## config.mk

```make
export PLATFORM = sky130hd
export DESIGN_NAME = pll_lock_sequencer
export DESIGN_NICKNAME = d
export VERILOG_FILES = /design/src/rtl/pll_lock_sequencer.sv
export SDC_FILE = /design/constraint.sdc
export NUM_CORES = 1
export LEC_CHECK = 0
export BUFFER_PORTS_ARGS = -buffer_cell sky130_fd_sc_hd__buf_2
export CORE_UTILIZATION = 25
export DETAILED_ROUTE_END_ITERATION = 6
export PLACE_DENSITY = 0.49
export SYNTH_ARGS = -nofsm -noshare
export SYNTH_HDL_FRONTEND = slang
export SYNTH_SLANG_ARGS = --single-unit
export TNS_END_PERCENT = 5
```

## constraint.sdc

```tcl
create_clock -name clock_in -period 3.1 [get_ports clock_in]
set_input_delay 0.465 -clock clock_in [delete_from_list [all_inputs] [get_ports clock_in]]
set_output_delay 0.465 -clock clock_in [all_outputs]
set_load 0.02 [all_outputs]
```

## src/rtl/pll_lock_sequencer.sv

```systemverilog
// PLL lock sequencer: synchronises locked_in, holds downstream reset until lock is stable for SETTLE_CYCLES.
// Optional macro LOCK_LOSS_COUNT_EN builds the saturating lost_count register (otherwise tied to 0).
module pll_lock_sequencer #(
  parameter int SYNC_STAGES   = 2,
  parameter int SETTLE_CYCLES = 1024,
  parameter int HOLD_CYCLES   = 16,
  parameter int CNT_W         = 8
) (
  input  logic             clock_in,
  input  logic             reset,
  input  logic             locked_in,
  input  logic             force_reset,
  output logic             rst_out,
  output logic             ready,
  output logic             lock_lost,
  output logic [CNT_W-1:0] lost_count
);

  localparam int MAX_CYCLES = (SETTLE_CYCLES > HOLD_CYCLES) ? SETTLE_CYCLES : HOLD_CYCLES;
  localparam int CTR_W      = $clog2(MAX_CYCLES) + 1;
  localparam logic [CTR_W-1:0] SETTLE_LAST = CTR_W'(SETTLE_CYCLES - 1);
  localparam logic [CTR_W-1:0] HOLD_LAST   = CTR_W'(HOLD_CYCLES - 1);

  typedef enum logic [1:0] {
    WAIT_LOCK,
    SETTLE,
    RUN,
    HOLD
  } state_t;

  logic [SYNC_STAGES-1:0] sync_q;
  logic                   lock_s;
  state_t                 state;
  logic [CTR_W-1:0]       ctr;

  // NOTE: every flop here uses non-blocking assignment so all registers update from pre-edge values.
  always_ff @(posedge clock_in or posedge reset) begin
    if (reset) begin
      sync_q <= '0;
    end else begin
      sync_q <= {sync_q[SYNC_STAGES-2:0], locked_in};
    end
  end

  assign lock_s = sync_q[SYNC_STAGES-1];

  // Outputs change only on transitions into or out of RUN, so they track the next state exactly.
  always_ff @(posedge clock_in or posedge reset) begin
    if (reset) begin
      state     <= WAIT_LOCK;
      ctr       <= '0;
      rst_out   <= 1'b1;
      ready     <= 1'b0;
      lock_lost <= 1'b0;
    end else begin
      lock_lost <= 1'b0;
      unique case (state)
        WAIT_LOCK: begin
          if (lock_s) begin
            state <= SETTLE;
            ctr   <= '0;
          end
        end
        SETTLE: begin
          if (!lock_s) begin
            state <= WAIT_LOCK;
          end else if (ctr == SETTLE_LAST) begin
            state   <= RUN;
            rst_out <= 1'b0;
            ready   <= 1'b1;
          end else begin
            ctr <= ctr + CTR_W'(1);
          end
        end
        RUN: begin
          if (!lock_s || force_reset) begin
            state     <= HOLD;
            ctr       <= '0;
            rst_out   <= 1'b1;
            ready     <= 1'b0;
            lock_lost <= !lock_s;
          end
        end
        HOLD: begin
          if (ctr == HOLD_LAST) begin
            state <= WAIT_LOCK;
          end else begin
            ctr <= ctr + CTR_W'(1);
          end
        end
        default: state <= WAIT_LOCK;
      endcase
    end
  end

`ifdef LOCK_LOSS_COUNT_EN
  always_ff @(posedge clock_in or posedge reset) begin
    if (reset) begin
      lost_count <= '0;
    end else if (state == RUN && !lock_s && lost_count != '1) begin
      lost_count <= lost_count + CNT_W'(1);
    end
  end
`else
  assign lost_count = '0;
`endif

endmodule
```

-- Word level (Yosys, flattened, before mapping)
Index checks and enable logic that the tools add are counted.
- output and inout port bits: 11
- register bits after elaboration: 18
- multiplexer cells: 22
- reductions and logical operators: 7
- equality and inequality tests: 13
- $add $sub $neg: 1
- operator list (kind ; count):
    2-to-1 mux 11 bit ; 5
    one-hot mux 11 bit (4 select lines) ; 1
    != test 2 bit (second input constant) ; 7
    adder 11 x 1 -> 11 bit (second input constant) ; 1
    equality test 11 x 10 -> 1 bit (second input constant) ; 1
    equality test 11 x 4 -> 1 bit (second input constant) ; 1
    2-to-1 mux 2 bit ; 5
    2-to-1 mux 1 bit ; 8
    one-hot mux 2 bit (4 select lines) ; 1
    AND reduction 4 bit ; 2
    AND reduction 5 bit ; 1
    equality test 2 bit (second input constant) ; 2
    one-hot mux 1 bit (2 select lines) ; 2
    != test 3 bit (second input constant) ; 1
    equality test 2 x 1 -> 1 bit (second input constant) ; 1
    zero test 2 bit ; 1
    nonzero test 2 bit ; 1
    zero test 1 bit ; 1
    logical OR 1 bit ; 1

-- Depth between registers and ports, before layout
Gate-level depths: netlist (run 1).
- depth after elaboration: 4
- gate-level depth with buffers: 7
- mapped depth without buffers: 5

-- Worst setup path after synthesis (run 1)
OpenSTA, ideal clock, no wires.
- kind: register to register
- start point: register ctr[0]
- end point: register ctr[5]
- buffers on the path: 2
- setup slack: 1.275 ns
- setup time: 0.121 ns
- cell stages (with the launch flop): 8
- arrival time: 1.704 ns
- clock period less this slack: 1.825 ns
- data required time: 2.979 ns
- cells stage by stage: dfrtp_1 ha_1 and3_4 buf_6 and4_4 buf_6 a211o_1 a22o_1
- word-level cells in the longest chain between the ends: 4
- ends and longest elaborated chain (what ; line ; source):
    from (decl) ; 34 ; logic [CTR_W-1:0] ctr;
    from (signal assigned) ; 72 ; ctr <= ctr + CTR_W'(1);
    from (signal assigned) ; 88 ; ctr <= ctr + CTR_W'(1);
    adder 11 x 1 -> 11 bit ; 72, 88 ;
    2-to-1 mux 11 bit ; 67 ; end else if (ctr == SETTLE_LAST) begin
    2-to-1 mux 11 bit ; 65 ; if (!lock_s) begin
    one-hot mux 11 bit (4 select lines) ; 57 ; unique case (state)
Parallel ways exist; a longest one is shown, timed or not. The select of a mux whose other input is x is not followed.
A chain may end at the register's enable or synchronous reset.

-- Worst setup path after layout (run 1)
- start point: register state[0]
- end point: register ctr[5]
- word-level cells in the longest chain between the ends: 3
- ends and longest elaborated chain (what ; line ; source):
    from (decl) ; 33 ; state_t state;
    from (signal assigned) ; 50 ; state <= WAIT_LOCK;
    from (signal assigned) ; 60 ; state <= SETTLE;
    from (signal assigned) ; 66 ; state <= WAIT_LOCK;
    equality test 2 bit, or another cell as far along ; 57 ;
    != test 2 bit (no line) ; - ;
    AND reduction 5 bit (no line) ; - ;
Parallel ways exist; a longest one is shown, timed or not.

==> results of run 1 <==
## worst min path at each step
| stage | endpoint | depth (start not counted) |
|---|---|---|
| 6_report | ready | 2 |
| 5_1_grt | sync_q[0] | 1 |
| 4_1_cts | sync_q[0] | 1 |
| 3_3_place_gp | sync_q[1] | 0 |
| 2_1_floorplan | sync_q[1] | 0 |
| 3_5_place_dp | sync_q[1] | 0 |
## power by group through the flow
stage                     logic [mW]  clock network [mW]  registers, mW
after global placement        0.0481                   0          0.269
after detailed placement      0.0493                   0          0.270
after global routing          0.0557               0.214          0.268
after floorplan               0.0495                   0          0.263
final                         0.0491               0.195          0.266
after CTS                     0.0495               0.201          0.266
## cell type report
type,instances,area share (%)
multi-input cells,86,48.84
flip-flops and latches,18,36.35
well taps,52,5.237
clock buffers,4,4.431
inverters,9,2.719
repair buffers,6,2.417
## worst max-delay path, stage by stage, from the launching register on
cell	delay, ns
sky130_fd_sc_hd__dfrtp_1	0.58
sky130_fd_sc_hd__nand2b_1	0.27
sky130_fd_sc_hd__o22ai_1	0.80
sky130_fd_sc_hd__nor3_1	0.18
sky130_fd_sc_hd__a22o_1	0.25
## Yosys cell counts, types with 3 or more instances
library cell / n / area [sq um]
sky130_fd_sc_hd__a211oi_1: 4 / 30.03
sky130_fd_sc_hd__o21ai_0: 5 / 25.02
sky130_fd_sc_hd__nor3_1: 6 / 30.03
sky130_fd_sc_hd__a21oi_1: 5 / 25.02
sky130_fd_sc_hd__o31ai_1: 3 / 22.52
sky130_fd_sc_hd__dfrtp_1: 17 / 425.4
sky130_fd_sc_hd__nand2_1: 5 / 18.77
sky130_fd_sc_hd__nor2_1: 5 / 18.77
sky130_fd_sc_hd__nand4_1: 6 / 37.54
sky130_fd_sc_hd__buf_4: 8 / 60.06
sky130_fd_sc_hd__nand3_1: 3 / 15.01
sky130_fd_sc_hd__inv_1: 9 / 33.78
## logic make-up (layout without fill, tap and decap cells)
family	count (synthesis)	count (layout)	share of synthesized area (%)
simple gates	40	40	23.61
compound gates	36	36	23.93
buf+inv	23	19	11.48
mux	1	1	0.8584
flops	18	18	38.73
fa+ha+maj	1	1	1.073
other cells	1	8	0.3216
## registers in the layout (all words and copies together) (netlist names), named ones only
signal,cells
sync_q,2
ctr,11
state,1
lock_lost,1
ready,1
rst_out,1
## layer usage
layer	part of all wire, %	GRT usage (%)	vias up
met3	3.4	2.165	4
met1	48	14.26	472
met2	48	18.10	33
met5	0	0	-
met4	0.82	4.444	0
li1	-	-	447
==> out/qor.tcl, run 1 <==
set qor(status) {completed}
set qor(maximum_level_of_the_cts_h_tree) 1
set qor(half_perimeter_wire_length_of_the_detailed_placement_result_microns) 1792
set qor(port_buf_inserts) 6
set qor(clock_power_share_pct) 38.2
set qor(finalMaxSlewViolations) 0
set qor(async_reset_ff_share_pct) 100.0
set qor(cp-startpoint) {state[0]}
set qor(clk_pin_slew_ns) 0.07
set qor(diodes) 0
set qor(drt_pre_antenna_iters) 4
set qor(timing.hold.worst.class) {in -> async}
set qor(final.fill_count) 445
set qor(ant_nets) 0
set qor(place_congestion) 0.8427
set qor(peakVddDrop_mv) 0.1665
set qor(worst-endpoint-required_ns) 3.24
set qor(power_switching_share_pct) 26.30
set qor(yosys.cell_types.count) 46
set qor(fin_util_pct) 28.15
set qor(syn-cell-area_sq_mm) 0.001166
set qor(placedCellCount) 171
set qor(grt_pass1_wl_microns) 4429
set qor(cts_buffer_depth) 2
set qor(synth_edf_count) 0
set qor(drc) 0
set qor(sequential_share_of_the_synthesized_area_pct) 38.73
set qor(placement.cell_area_sq_mm) 0.001187
set qor(yosysWarningCount) 0
set qor(preCtsSetupSlack_ns) 0.9392
set qor(layout.cells.most_common) {sky130_fd_sc_hd__dfrtp_1}
set qor(clkLatencyLatePin_ns) 0.25
set qor(synthesis.instances) 120
set qor(max_cap_violations) 0
set qor(setup_ws_ns) 0.8983
set qor(finalClockSkew_ns) 0.002354
set qor(grt.total_usage_pct) 11.08
set qor(tritoncts.num_buffers) 3
set qor(clk_root_buffer_cell) {sky130_fd_sc_hd__clkbuf_8}
set qor(die_area_sq_mm) 0.004941
set qor(fin_area_sq_mm) 0.001242
set qor(initial_core_util_pct) 26.42
set qor(overflow) 0
set qor(least_margin_pin_slew_ns) 1.015
set qor(post_cts_resized) 0
set qor(vias) 956
set qor(p_leak_nw) 0.4540
set qor(fmax_mhz) 454.2
set qor(crit_end) {ctr[5]}
set qor(reg2reg_setup_slack_ns) 0.90
set qor(crit_path_max_fanout) 15
set qor(grt_max_degree) 19
set qor(totalPowerFinal_mw) 0.5104
set qor(seqCellArea_sq_um) 451.7
set qor(timing_hold_violations_final) 0
set qor(die_width_microns) 70.30
set qor(fin_crit_ns) 2.202
set qor(number_of_global_route_vias_before_repair) 917
set qor(routed_wirelength_microns) 2567
set qor(worst-r2r-cell-count) 4
set qor(yosys_register_bits) 18
set qor(switching_power_mw) 0.1343
set qor(finalSetupViolations) 0
set qor(final_net_count) 129
set qor(area_delta_synth_final_pct) 6.545
set qor(commonest_cells_after_routing_fill_and_taps_aside) {sky130_fd_sc_hd__dfrtp_1, sky130_fd_sc_hd__inv_1, sky130_fd_sc_hd__conb_1}
set qor(cp-start-kind) {register}
set qor(fin_tns_setup_ns) 0
set qor(timing.final.crit_share_pct) 71.02
set qor(rr_endpoint) {ctr[5]}
set qor(slew_headroom_pct) 32.36
set qor(detail_route.vias_per_cell) 5.463
set qor(power_frac_comb_pct) 9.6
set qor(ios) 15
set qor(initial_antenna_violation_count) 0
set qor(p_int_mw) 0.3762
set qor(core_sq_mm) 0.004414
set qor(crit_type) {reg -> reg}
set qor(seqPwrFrac_pct) 52.2
set qor(cp-end-kind) {register}
set qor(drt_iter0_markers) 65
set qor(power_density_mw_per_mm2) 410.8
set qor(critical_path.reg2reg.startpoint) {state[0]}
set qor(cts_tree) {done}
set qor(layoutNonFillerInstCount) 175
set qor(wire_per_inst_microns) 14.67
set qor(post-cts-setup-buffers) 0
set qor(multiInputGateArea_sq_um) 606.8
set qor(die_height_microns) 70.30
set qor(post_route_cells_drive_above_1_share_pct) 17.89
set qor(cts.sink_count) 18
set qor(syn-mean-instance-area_sq_um) 9.718
set qor(rsz_0062_raised_after_global_routing) {no}
set qor(worstPathArrival_ns) 2.35
set qor(synthFlopType) {sky130_fd_sc_hd__dfrtp_1}
set qor(hold_ws_ns) 0.3065
set qor(cts_hold_repair.buffers) 0
set qor(floorplan.rows) 24
(Power assumes the default switching activity.)
==> inputs of run 2 (changes only) <==
Settings changed: PLACE_DENSITY 0.49 to 0.5.
Clock period 3.1 ns to 1.9 ns, I/O delays scaled along.
==> out/qor.tcl, run 2 (synthesis gave the netlist of run 1 again) <==
set qor(status) {completed}
set qor(largest_register_by_flop_count) {ctr}
set qor(rsz_0062_raised_after_global_routing) {no}
set qor(cp-start-kind) {register}
set qor(final.fill_count) 463 ;# +4.0%
set qor(finalMaxSlewViolations) 0 ;# unchanged
set qor(maximum_level_of_the_cts_h_tree) 1 ;# unchanged
set qor(fin_area_sq_mm) 0.001310 ;# +5.4%
set qor(crit_chain) {ha_1 > and3_4 > and4_4 > a211o_1 > a22o_1}
set qor(cts_hold_repair.buffers) 0 ;# unchanged
set qor(layoutNonFillerInstCount) 184 ;# +5.1%
set qor(tritoncts.num_buffers) 3 ;# unchanged
set qor(cp_slowest_stage_delay_ns) 0.43 ;# -0.37 ns
set qor(detail_route.vias_per_cell) 5.228 ;# -4.3%
set qor(fin_tns_setup_ns) 0 ;# unchanged
set qor(commonest_cells_after_routing_fill_and_taps_aside) {sky130_fd_sc_hd__dfrtp_1, sky130_fd_sc_hd__inv_1, sky130_fd_sc_hd__buf_4, sky130_fd_sc_hd__conb_1}
set qor(clk_root_buffer_cell) {sky130_fd_sc_hd__clkbuf_8}
set qor(crit_path_top_delay_cell) {sky130_fd_sc_hd__dfrtp_1}
set qor(crit_type) {reg -> reg}
set qor(wire_per_inst_microns) 13.96 ;# -4.8%
set qor(path_delay_family) {compound AO/OA/AOI/OAI gates}
set qor(timing.final.crit_share_pct) 92.25 ;# +21 points
set qor(area_delta_synth_final_pct) 12.34
set qor(number_of_global_route_vias_before_repair) 947 ;# +3.3%
set qor(drt_iter0_markers) 149 ;# +130%
set qor(grt_pass1_wl_microns) 4367 ;# -1.4%
set qor(placedCellCount) 178 ;# +4.1%
set qor(setup_ws_ns) 0.1472 ;# -0.7511 ns
set qor(post-cts-setup-buffers) 0 ;# unchanged
set qor(initial_antenna_violation_count) 0 ;# unchanged
set qor(drc) 0 ;# unchanged
set qor(peakVddDrop_mv) 0.2048 ;# +23%
set qor(grt_max_degree) 19 ;# unchanged
set qor(overflow) 0 ;# unchanged
set qor(layout.cells.most_common) {sky130_fd_sc_hd__dfrtp_1}
set qor(power_density_mw_per_mm2) 639.7 ;# +56%
set qor(count_of_buffer_and_inverter_cells_on_the_critical_path) 0 ;# unchanged
set qor(max_cap_violations) 0 ;# unchanged
set qor(routed_wirelength_microns) 2569 ;# about the same
set qor(crit_path_max_fanout) 10 ;# -5
set qor(top_regs) {ctr x11, sync_q x2}
set qor(worstPathArrival_ns) 1.91 ;# -0.44 ns
set qor(finalClockSkew_ns) 0.002720 ;# +0.0003659 ns
set qor(least_margin_pin_slew_ns) 0.6721 ;# -0.3425 ns
set qor(final_net_count) 138 ;# +7.0%
set qor(worst-endpoint-required_ns) 2.05 ;# -1.19 ns
set qor(initial_core_util_pct) 26.42 ;# unchanged
set qor(half_perimeter_wire_length_of_the_detailed_placement_result_microns) 1820 ;# +1.6%
set qor(grt.total_usage_pct) 11.14 ;# +0.061 points
set qor(die_width_microns) 70.30 ;# unchanged
set qor(cell_count_along_the_critical_path) 5 ;# +1
set qor(fin_crit_ns) 1.753 ;# -0.4489 ns
set qor(post_route_cells_drive_above_1_share_pct) 23.48 ;# +5.6 points
set qor(preCtsSetupSlack_ns) 0.09938 ;# -0.8398 ns
set qor(slew_headroom_pct) 55.15 ;# +23 points
set qor(cts_buffer_depth) 2 ;# unchanged
set qor(p_leak_nw) 0.4979 ;# +9.7%
set qor(vias) 962 ;# +0.63%
set qor(die_area_sq_mm) 0.004941 ;# unchanged
set qor(diodes) 0 ;# unchanged
set qor(placement.cell_area_sq_mm) 0.001240 ;# +4.4%
set qor(cp-end-kind) {register}
set qor(cts_tree) {done}
set qor(fmax_mhz) 570.5 ;# +26%
set qor(floorplan.rows) 24 ;# unchanged
set qor(clk_pin_slew_ns) 0.07 ;# about the same
set qor(die_height_microns) 70.30 ;# unchanged
set qor(core_sq_mm) 0.004414 ;# unchanged
set qor(ant_nets) 0 ;# unchanged
set qor(timing.hold.worst.class) {in -> async}
set qor(place_congestion) 0.8431 ;# about the same
set qor(clkLatencyLatePin_ns) 0.26 ;# about the same
set qor(post_cts_resized) 0 ;# unchanged
set qor(finalSetupViolations) 0 ;# unchanged
set qor(worst-r2r-cell-count) 5 ;# +1
set qor(timing_hold_violations_final) 0 ;# unchanged
set qor(cts.sink_count) 18 ;# unchanged
set qor(number_of_flip_flops_in_the_largest_register) 11 ;# unchanged
set qor(port_buf_inserts) 6 ;# unchanged
set qor(drt_pre_antenna_iters) 4 ;# unchanged
set qor(ios) 15 ;# unchanged
run 2: through the flow:
step / hold WS, ns / utilization, % / power [mW]
2_1_floorplan: 0.2228 / - / 0.5104
3_3_place_gp: 0.3343 / 28.09 / 0.5221
3_5_place_dp: 0.3387 / 28.09 / 0.5225
4_1_cts: 0.1207 / 29.34 / 0.8503
5_1_grt: 0.1193 / 29.68 / 0.8741
6_report: 0.1121 / 29.68 / 0.8380
run 2: where the power goes:
part | internal (mW) | total (mW) | switching [mW]
clock network | 0.184 | 0.322 | 0.138
logic | 0.0315 | 0.0856 | 0.0540
registers | 0.401 | 0.430 | 0.0290
run 2: final cells by class:
| type | count | area (sq um) | area share [%] |
|---|---|---|---|
| multi-input cells | 86 | 606.8 | 46.32 |
| clock buffers | 4 | 55.05 | 4.202 |
| well taps | 52 | 65.06 | 4.967 |
| flip-flops and latches | 18 | 451.7 | 34.48 |
| repair buffers | 15 | 97.59 | 7.450 |
| inverters | 9 | 33.78 | 2.579 |
run 2: worst register-to-register path, stage by stage (launching register included):
cell and delay, ns:
sky130_fd_sc_hd__dfrtp_1 0.43, sky130_fd_sc_hd__ha_1 0.27, sky130_fd_sc_hd__and3_4 0.23, sky130_fd_sc_hd__and4_4 0.23, sky130_fd_sc_hd__a211o_1 0.27, sky130_fd_sc_hd__a22o_1 0.22
run 2: worst paths after layout:
check,end,start,slack (ns)
setup / recovery,ctr[5],ctr[0],0.15
min in group clock_in,sync_q[0],locked_in,0.13
hold / removal,ctr[10],reset,0.11
max in group asynchronous,ctr[2],reset,1.36
hold reg to reg,sync_q[1],sync_q[0],0.35
setup reg to reg,ctr[5],ctr[0],0.15
run 2: metal layers:
layer	vias up	part of all wire, %	GRT usage, %
li1	464	-	-
met4	0	1.4	3.333
met1	455	46	14.06
met2	39	47	18.41
met5	-	0	0
met3	4	5.9	3.030
==> inputs of run 3 (changes only) <==
Settings changed: CORE_UTILIZATION 25 to 40, PLACE_DENSITY 0.5 to 0.69, SLEW_MARGIN set to 40.
==> out/qor.tcl, run 3 (synthesis gave the netlist of run 1 again) <==
set qor(status) {completed}
set qor(number_of_flip_flops_in_the_largest_register) 11 ;# unchanged
set qor(tritoncts.num_buffers) 3 ;# unchanged
set qor(clk_pin_slew_ns) 0.11 ;# +0.04 ns
set qor(fin_area_sq_mm) 0.001262 ;# -3.6%
set qor(power_density_mw_per_mm2) 605.0 ;# -5.4%
set qor(worst-endpoint-required_ns) 2.08 ;# +0.03 ns
set qor(largest_register_by_flop_count) {ctr}
set qor(finalMaxSlewViolations) 0 ;# unchanged
set qor(cts_hold_repair.buffers) 0 ;# unchanged
set qor(crit_path_top_delay_cell) {sky130_fd_sc_hd__dfrtp_1}
set qor(cp-start-kind) {register}
set qor(number_of_global_route_vias_before_repair) 1009 ;# +6.5%
set qor(least_margin_pin_slew_ns) 0.6901 ;# +0.01807 ns
set qor(post_route_cells_drive_above_1_share_pct) 23.08 ;# -0.41 points
set qor(hold_ws_ns) 0.07013 ;# -0.04202 ns
set qor(vias) 1002 ;# +4.2%
set qor(cts_tree) {done}
set qor(crit_chain) {nand4_1 > buf_4 > o41ai_1 > a21oi_1}
set qor(post-cts-setup-buffers) 0 ;# unchanged
set qor(die_width_microns) 56.00 ;# -20%
set qor(placement.cell_area_sq_mm) 0.001214 ;# -2.1%
set qor(rsz_0062_raised_after_global_routing) {yes}
set qor(half_perimeter_wire_length_of_the_detailed_placement_result_microns) 1883 ;# +3.4%
set qor(initial_core_util_pct) 42.29 ;# +16 points
set qor(timing.final.crit_share_pct) 93.51 ;# +1.3 points
set qor(cp_slowest_stage_delay_ns) 0.49 ;# +0.06 ns
set qor(cp-end-kind) {register}
set qor(cts.sink_count) 18 ;# unchanged
set qor(place_congestion) 0.9223 ;# +9.4%
set qor(post_cts_resized) 0 ;# unchanged
set qor(finalClockSkew_ns) 0.003770 ;# +0.001050 ns
set qor(totalPowerFinal_mw) 0.7638 ;# -8.9%
set qor(die_area_sq_mm) 0.003135 ;# -37%
set qor(clkLatencyLatePin_ns) 0.30 ;# +0.04 ns
set qor(final_net_count) 136 ;# -1.4%
set qor(p_leak_nw) 0.4998 ;# +0.39%
set qor(max_cap_violations) 0 ;# unchanged
set qor(commonest_cells_after_routing_fill_and_taps_aside) {sky130_fd_sc_hd__dfrtp_1, sky130_fd_sc_hd__inv_1, sky130_fd_sc_hd__conb_1, sky130_fd_sc_hd__buf_4}
set qor(crit_path_max_fanout) 7 ;# -3
set qor(overflow) 0 ;# unchanged
set qor(finalSetupViolations) 0 ;# unchanged
set qor(layout.cells.most_common) {sky130_fd_sc_hd__dfrtp_1}
set qor(drc) 0 ;# unchanged
set qor(cts_buffer_depth) 2 ;# unchanged
set qor(setup_ws_ns) 0.1232 ;# -0.02399 ns
set qor(clk_root_buffer_cell) {sky130_fd_sc_hd__clkbuf_4}
set qor(grt_max_degree) 19 ;# unchanged
set qor(timing_hold_violations_final) 0 ;# unchanged
set qor(area_delta_synth_final_pct) 8.262
set qor(maximum_level_of_the_cts_h_tree) 1 ;# unchanged
set qor(drt_pre_antenna_iters) 4 ;# unchanged
set qor(crit_type) {reg -> reg}
set qor(wire_per_inst_microns) 15.75 ;# +13%
set qor(path_delay_family) {flip-flops}
set qor(top_regs) {ctr x11, sync_q x2}
set qor(slew_headroom_pct) 53.94 ;# -1.2 points
set qor(grt.total_usage_pct) 18.46 ;# +7.3 points
set qor(initial_antenna_violation_count) 0 ;# unchanged
set qor(ant_nets) 0 ;# unchanged
set qor(fin_crit_ns) 1.777 ;# +0.02399 ns
set qor(grt_pass1_wl_microns) 4567 ;# +4.6%
set qor(core_sq_mm) 0.002758 ;# -38%
set qor(diodes) 0 ;# unchanged
set qor(final.fill_count) 259 ;# -44%
set qor(fin_tns_setup_ns) 0 ;# unchanged
set qor(routed_wirelength_microns) 2535 ;# -1.3%
set qor(peakVddDrop_mv) 0.5448 ;# +170%
set qor(worstPathArrival_ns) 1.96 ;# +0.05 ns
set qor(preCtsSetupSlack_ns) 0.1432 ;# +0.04383 ns
set qor(drt_iter0_markers) 70 ;# -53%
set qor(detail_route.vias_per_cell) 6.224 ;# +19%
set qor(timing.hold.worst.class) {in -> async}
set qor(floorplan.rows) 19 ;# -21%
set qor(ios) 15 ;# unchanged
set qor(fmax_mhz) 562.8 ;# -1.3%
set qor(port_buf_inserts) 6 ;# unchanged
set qor(count_of_buffer_and_inverter_cells_on_the_critical_path) 1 ;# +1
set qor(die_height_microns) 56.00 ;# -20%
## run 3: changes by cell type in the layout (fill, tap and decap cells not counted)
cell                       delta
sky130_fd_sc_hd__buf_4        -2
sky130_fd_sc_hd__clkbuf_4     +3
sky130_fd_sc_hd__clkbuf_8     -3
sky130_fd_sc_hd__nor3_4       +1
sky130_fd_sc_hd__nor4b_1      -1
sky130_fd_sc_hd__nor3_2       -1
sky130_fd_sc_hd__nor4b_2      +1
## run 3: layout make-up
cell class	count	area [sq um]	area share [%]
timing repair buffer	13	82.58	6.541
tap	31	38.79	3.072
clock buffer	4	36.28	2.874
sequential	18	451.7	35.78
multi-input combinational	86	619.3	49.06
inverter	9	33.78	2.676
## run 3: worst reg2reg max path, cell delays in order (launching register included)
cell and delay (ns):
sky130_fd_sc_hd__dfrtp_1 0.49, sky130_fd_sc_hd__nand4_1 0.38, sky130_fd_sc_hd__buf_4 0.30, sky130_fd_sc_hd__o41ai_1 0.35, sky130_fd_sc_hd__a21oi_1 0.13
## run 3: worst paths after layout
check | start | to | slack [ns] | cells past startpoint
worst max register to register | ctr[5] | ctr[9] | 0.12 | 4
worst min-delay path | reset | state[0] | 0.07 | 2
worst max-delay path | ctr[5] | ctr[9] | 0.12 | 4
worst min register to register | sync_q[0] | sync_q[1] | 0.37 | 0
min in group clock_in | locked_in | sync_q[0] | 0.08 | 1
max in group asynchronous | reset | ctr[7] | 1.39 | 2
## run 3: power by group
part / switching [mW] / leakage, nW / internal (mW)
clock: 0.127 / 0.0210 / 0.117
sequential: 0.0307 / 0.232 / 0.401
combinational: 0.0557 / 0.247 / 0.0327
## run 3: per-stage QoR
step | std cells | util, %
final | 161 | 45.78
after global placement | 157 | 44.01
after global routing | 161 | 45.78
after detailed placement | 157 | 44.01
after floorplan | 127 | -
after CTS | 161 | 45.33
## run 3: routing by layer
| metal | share of wire, % | vias up | global-route usage [%] |
|---|---|---|---|
| li1 | - | 470 | - |
| met1 | 42 | 480 | 23.73 |
| met2 | 50 | 46 | 30.10 |
| met3 | 6.6 | 6 | 3.256 |
| met4 | 1.6 | 0 | 8.711 |
| met5 | 0 | - | 0 |
